File: src/rtl/piso_out.sv
// piso_out: parallel-in/serial-out stage feeding the 16-to-8 data converter.
// Captures N_WORDS 16-bit words on load and emits them as bytes, MSB byte
// first. trig leads the byte stream by one cycle because the converter
// registers trig once before using it to qualify its byte input.
//
// state   | meaning
// --------+--------------------------------------------------------------
// S_IDLE  | waiting for load; out/trig/busy/done low
// S_LEAD  | trig high one cycle ahead of the first byte
// S_SHIFT | one byte per enabled cycle; trig drops with the last byte
module piso_out #(
  parameter int N_WORDS = 4
) (
  input  logic                   clk,
  input  logic                   reset,
  input  logic                   enable,
  input  logic                   load,
  input  logic [16*N_WORDS-1:0]  din,
  output logic [7:0]             out,
  output logic                   trig,
  output logic                   busy,
  output logic                   done
);

  localparam int N_BYTES = 2 * N_WORDS;
  localparam int CW      = $clog2(N_BYTES);

  localparam logic [1:0] S_IDLE  = 2'd0;
  localparam logic [1:0] S_LEAD  = 2'd1;
  localparam logic [1:0] S_SHIFT = 2'd2;

  localparam logic [CW-1:0] LAST_BYTE = CW'(N_BYTES - 1);

  logic [1:0]           state;
  logic [CW-1:0]        cnt;
  logic [CW-1:0]        cnt_nxt;
  logic [8*N_BYTES-1:0] sbuf;
  logic [8*N_BYTES-1:0] din_bytes;

  // Reorder din so that the byte to be sent first sits at sbuf[7:0]:
  // byte 2i is the MSB of word i, byte 2i+1 its LSB.
  always_comb begin
    din_bytes = '0;
    for (int i = 0; i < N_WORDS; i++) begin
      din_bytes[16*i     +: 8] = din[16*i + 8 +: 8];
      din_bytes[16*i + 8 +: 8] = din[16*i     +: 8];
    end
  end

  assign cnt_nxt = cnt + 1'b1;

  // Sequencer, shift buffer and registered outputs; enable=0 freezes everything.
  always_ff @(posedge clk) begin
    if (reset) begin
      state <= S_IDLE;
      cnt   <= '0;
      sbuf  <= '0;
      out   <= '0;
      trig  <= 1'b0;
      busy  <= 1'b0;
      done  <= 1'b0;
    end else if (enable) begin
      case (state)
        S_IDLE: begin
          out  <= '0;
          trig <= 1'b0;
          busy <= 1'b0;
          done <= 1'b0;
          if (load) begin
            sbuf  <= din_bytes;
            busy  <= 1'b1;
            trig  <= 1'b1;
            state <= S_LEAD;
          end
        end
        S_LEAD: begin
          out   <= sbuf[7:0];
          sbuf  <= sbuf >> 8;
          cnt   <= '0;
          trig  <= 1'b1;
          state <= S_SHIFT;
        end
        S_SHIFT: begin
          if (cnt == LAST_BYTE) begin
            // Last byte has been on out for one cycle; close the frame.
            out   <= '0;
            trig  <= 1'b0;
            busy  <= 1'b0;
            done  <= 1'b0;
            cnt   <= '0;
            state <= S_IDLE;
          end else begin
            out  <= sbuf[7:0];
            sbuf <= sbuf >> 8;
            cnt  <= cnt_nxt;
            trig <= (cnt_nxt != LAST_BYTE);
            done <= (cnt_nxt == LAST_BYTE);
          end
        end
        default: begin
          state <= S_IDLE;
        end
      endcase
    end
  end

endmodule
File: config.mk
export PLATFORM = sky130hd
export DESIGN_NAME = piso_out
export DESIGN_NICKNAME = d
export VERILOG_FILES = /design/src/rtl/piso_out.sv
export SDC_FILE = /design/constraint.sdc
export NUM_CORES = 1
export LEC_CHECK = 0
export CORE_ASPECT_RATIO = 0.7
export CORE_MARGIN = 5
export CORE_UTILIZATION = 35
export CTS_CLUSTER_DIAMETER = 40
export DETAILED_ROUTE_END_ITERATION = 7
export GPL_ROUTABILITY_DRIVEN = 1
export SETUP_SLACK_MARGIN = 0.4
export SYNTH_ARGS = -nofsm -noshare
export SYNTH_HDL_FRONTEND = slang
export SYNTH_SLANG_ARGS = --single-unit
export TNS_END_PERCENT = 100
File: constraint.sdc
create_clock -name clk -period 4.9 [get_ports clk]
set_input_delay 0.98 -clock clk [delete_from_list [all_inputs] [get_ports clk]]
set_output_delay 0.98 -clock clk [all_outputs]
set_load 0.005 [all_outputs]
==> results.json <==
{
  "outcome": "finished clean",
  "vias": 3104,
  "cts_buffers": 9,
  "ys_warn_count": 0,
  "hp-class": "reg2reg",
  "r2r_end": "sbuf[21]$_SDFFE_PP0P_",
  "die_y_um": 101,
  "postCtsSetupRepairBufs": 0,
  "root_buffer": "clkbuf_16",
  "drv_slew": 0,
  "fin_nets": 501,
  "powerDensity_nw_per_um2": 357,
  "worstSetupPathType": "reg2reg",
  "p_leak_nw": 1.73,
  "rr_startpoint": "state[0]$_SDFFE_PP0P_",
  "grt_max_degree": 68,
  "synth.top_cell.area_share_pct": 38.8,
  "cts_tree": "yes",
  "hold_viol_final": 0,
  "cp_max_fo": 64,
  "clock_power_share_pct": 39.0,
  "wl_um": 10300,
  "clock.fmax_mhz": 349,
  "ff2ff_path_depth": 6,
  "area_growth_pct": 26.2,
  "period_minus_slack_ps": 2870,
  "drt-initial-drc-count": 291,
  "setup_violations": 0,
  "syn_nets": 452,
  "arrival_ps": 3030,
  "cp-start-kind": "flip-flop",
  "ys_seq_area_share_pct": 38.8,
  "synthTopCellsByCount": "dfxtp_1 (80), mux2i_1 (64), a211oi_2 (56), a31oi_1 (56), buf_2 (20)",
  "ys_types": 29,
  "max-clock-path-buffers": 2,
  "rsz0062_at_grt": "false",
  "design.die.area_um2": 14100,
  "comb_power_share_pct": 21.2,
  "place_congestion": 0.761,
  "synth_seq_cells": 80,
  "die_w_um": 140,
  "drive_gt1_share_pct": 21.7,
  "cp.required_ps": 5060,
  "cts_resized": 0,
  "p_sw_share_pct": 27.3,
  "grt_first_pass_wirelength_um": 16400,
  "antennaDiodeCount": 0,
  "grt-ovfl-total": 0,
  "synth_area_leaders": "dfxtp_1 (39%), a211oi_2 (17%), mux2i_1 (16%)",
  "vdd.ir_drop.worst_uv": 218,
  "dp.cells": 570,
  "worst_pin_slew_ps": 1110,
  "pin_count": 79,
  "ant_nets": 0,
  "synth_async_sr_flop_share_pct": 0,
  "syn-cell-area_um2": 4130,
  "clkTransAtPathRegs_ps": 60,
  "fin_tns_setup_ps": 0,
  "r2r_slack_ps": 2030,
  "viasPerCell": 5.30,
  "core_um2": 11600,
  "synth_top_area_cell": "dfxtp_1",
  "whs_endpoint": "done$_SDFFE_PP0P_",
  "power.switching_mw": 0.507,
  "wl_per_cell_um": 17.7,
  "rows": 33,
  "start_util_pct": 35.5,
  "pwr-share-seq_pct": 39.8,
  "htreeDepth": 3,
  "fin_crit_sh_pct": 58.5,
  "drc": 0,
  "clock-sinks": 80,
  "fin_skew_ps": 4.24,
  "slew_headroom_pct": 26.3,
  "synth_ff_type": "dfxtp_1",
  "total_power_mw": 1.86,
  "synth_edf_count": 0,
  "hold_depth": 2,
  "antenna_found_initial": 0,
  "grt_pass1_vias": 3104,
  "cap_violations": 0,
  "synthCells": 375,
  "ctsHoldBuffers": 0,
  "internal-power_mw": 1.35,
  "cp-end-kind": "flip-flop",
  "yosysMostFrequentCell": "dfxtp_1",
  "port_buffers": 78,
  "finish.utilization_pct": 44.7,
  "grt_use_total_pct": 14.6,
  "insertion_delay_ps": 330,
  "dp_hpwl_um": 6530,
  "finalNonFillerCells": 586,
  "hold_path_startpoint": "done$_SDFFE_PP0P_",
  "synth.avg_cell_area_um2": 11.0,
  "dr.pass1.iters": 4
}
kinds of logic (layout without fill, tap and decap cells):
kind of cell | Yosys count | in the layout | share of synthesized area [%]
AND/OR/NAND/NOR | 41 | 41 | 6.58
flip-flops | 80 | 80 | 38.8
adder cells (fa/ha/maj) | 9 | 9 | 2.73
AO/OA/AOI/OAI | 132 | 132 | 29.5
multiplexers | 64 | 64 | 15.5
buffers and inverters | 49 | 103 | 6.88
routing by layer:
layer,GRT usage [%],share of wire [%]
met5,0,0
met4,3.57,0.89
met3,4.03,4.5
met2,21.0,43
met1,21.5,52
power by group through the flow:
stage	Combinational, mW	Clock, mW	Sequential, mW
4_1_cts	0.397	0.741	0.739
3_5_place_dp	0.395	0	0.753
6_report	0.394	0.726	0.739
5_1_grt	0.428	0.767	0.744
3_3_place_gp	0.392	0	0.752
2_1_floorplan	0.303	0	0.741
critical path, cell delays in order (launching register included):
cell	delay [ps]
dfxtp_1	390
inv_1	140
ha_1	320
nand2_2	80
buf_4	490
and3_4	1040
a211oi_2	170
area by class of cell:
class | instances | area [um^2]
clock buffer | 10 | 239
inverter | 4 | 15.0
sequential | 80 | 1600
fill | 1090 | 6430
multi-input combinational | 246 | 2260
clock inverter | 6 | 82.6
tap | 157 | 196
timing repair buffer | 83 | 816
worst max-delay path by stage:
stage | from | end | depth (start not counted) | slack (ps)
after floorplan | enable | sbuf[60]$_SDFFE_PP0P_ | 7 | 2870
after global placement | enable | sbuf[58]$_SDFFE_PP0P_ | 4 | 1810
after detailed placement | enable | sbuf[58]$_SDFFE_PP0P_ | 4 | 1780
after CTS | state[0]$_SDFFE_PP0P_ | sbuf[58]$_SDFFE_PP0P_ | 6 | 2030
after global routing | state[0]$_SDFFE_PP0P_ | sbuf[63]$_SDFFE_PP0P_ | 6 | 1830
final | state[0]$_SDFFE_PP0P_ | sbuf[21]$_SDFFE_PP0P_ | 6 | 2030
flip-flops by register name (all words and copies together) (netlist names):
name,count
trig,1
sbuf,64
cnt,3
out,8
busy,1
done,1
state,2
cell usage in the layout (no fill, tap or decap), drive strengths merged, types with 3 or more instances in the layout:
cell and n:
mux2i 64, nand2 7, nor2 3, nand2b 10
nor2b 4, a31oi 56, a211oi 56, or3b 8
a21oi 5, nand4 3, clkdlybuf4s50 77, buf 6
inv 4, clkinv 3, a2111oi 3, ha 9
dfxtp 80, a22o 8, clkbuf 10
stage by stage:
step / cell area, um^2 / worst slack (ps) / hold WS, ps
floorplan: 4130 / 2870 / 436
global placement: 4890 / 1810 / 443
detailed placement: 4890 / 1780 / 452
CTS: 5210 / 2030 / 461
global route: 5210 / 1830 / 488
finish: 5210 / 2030 / 459
No activity file was read; power rests on OpenSTA's default activity.
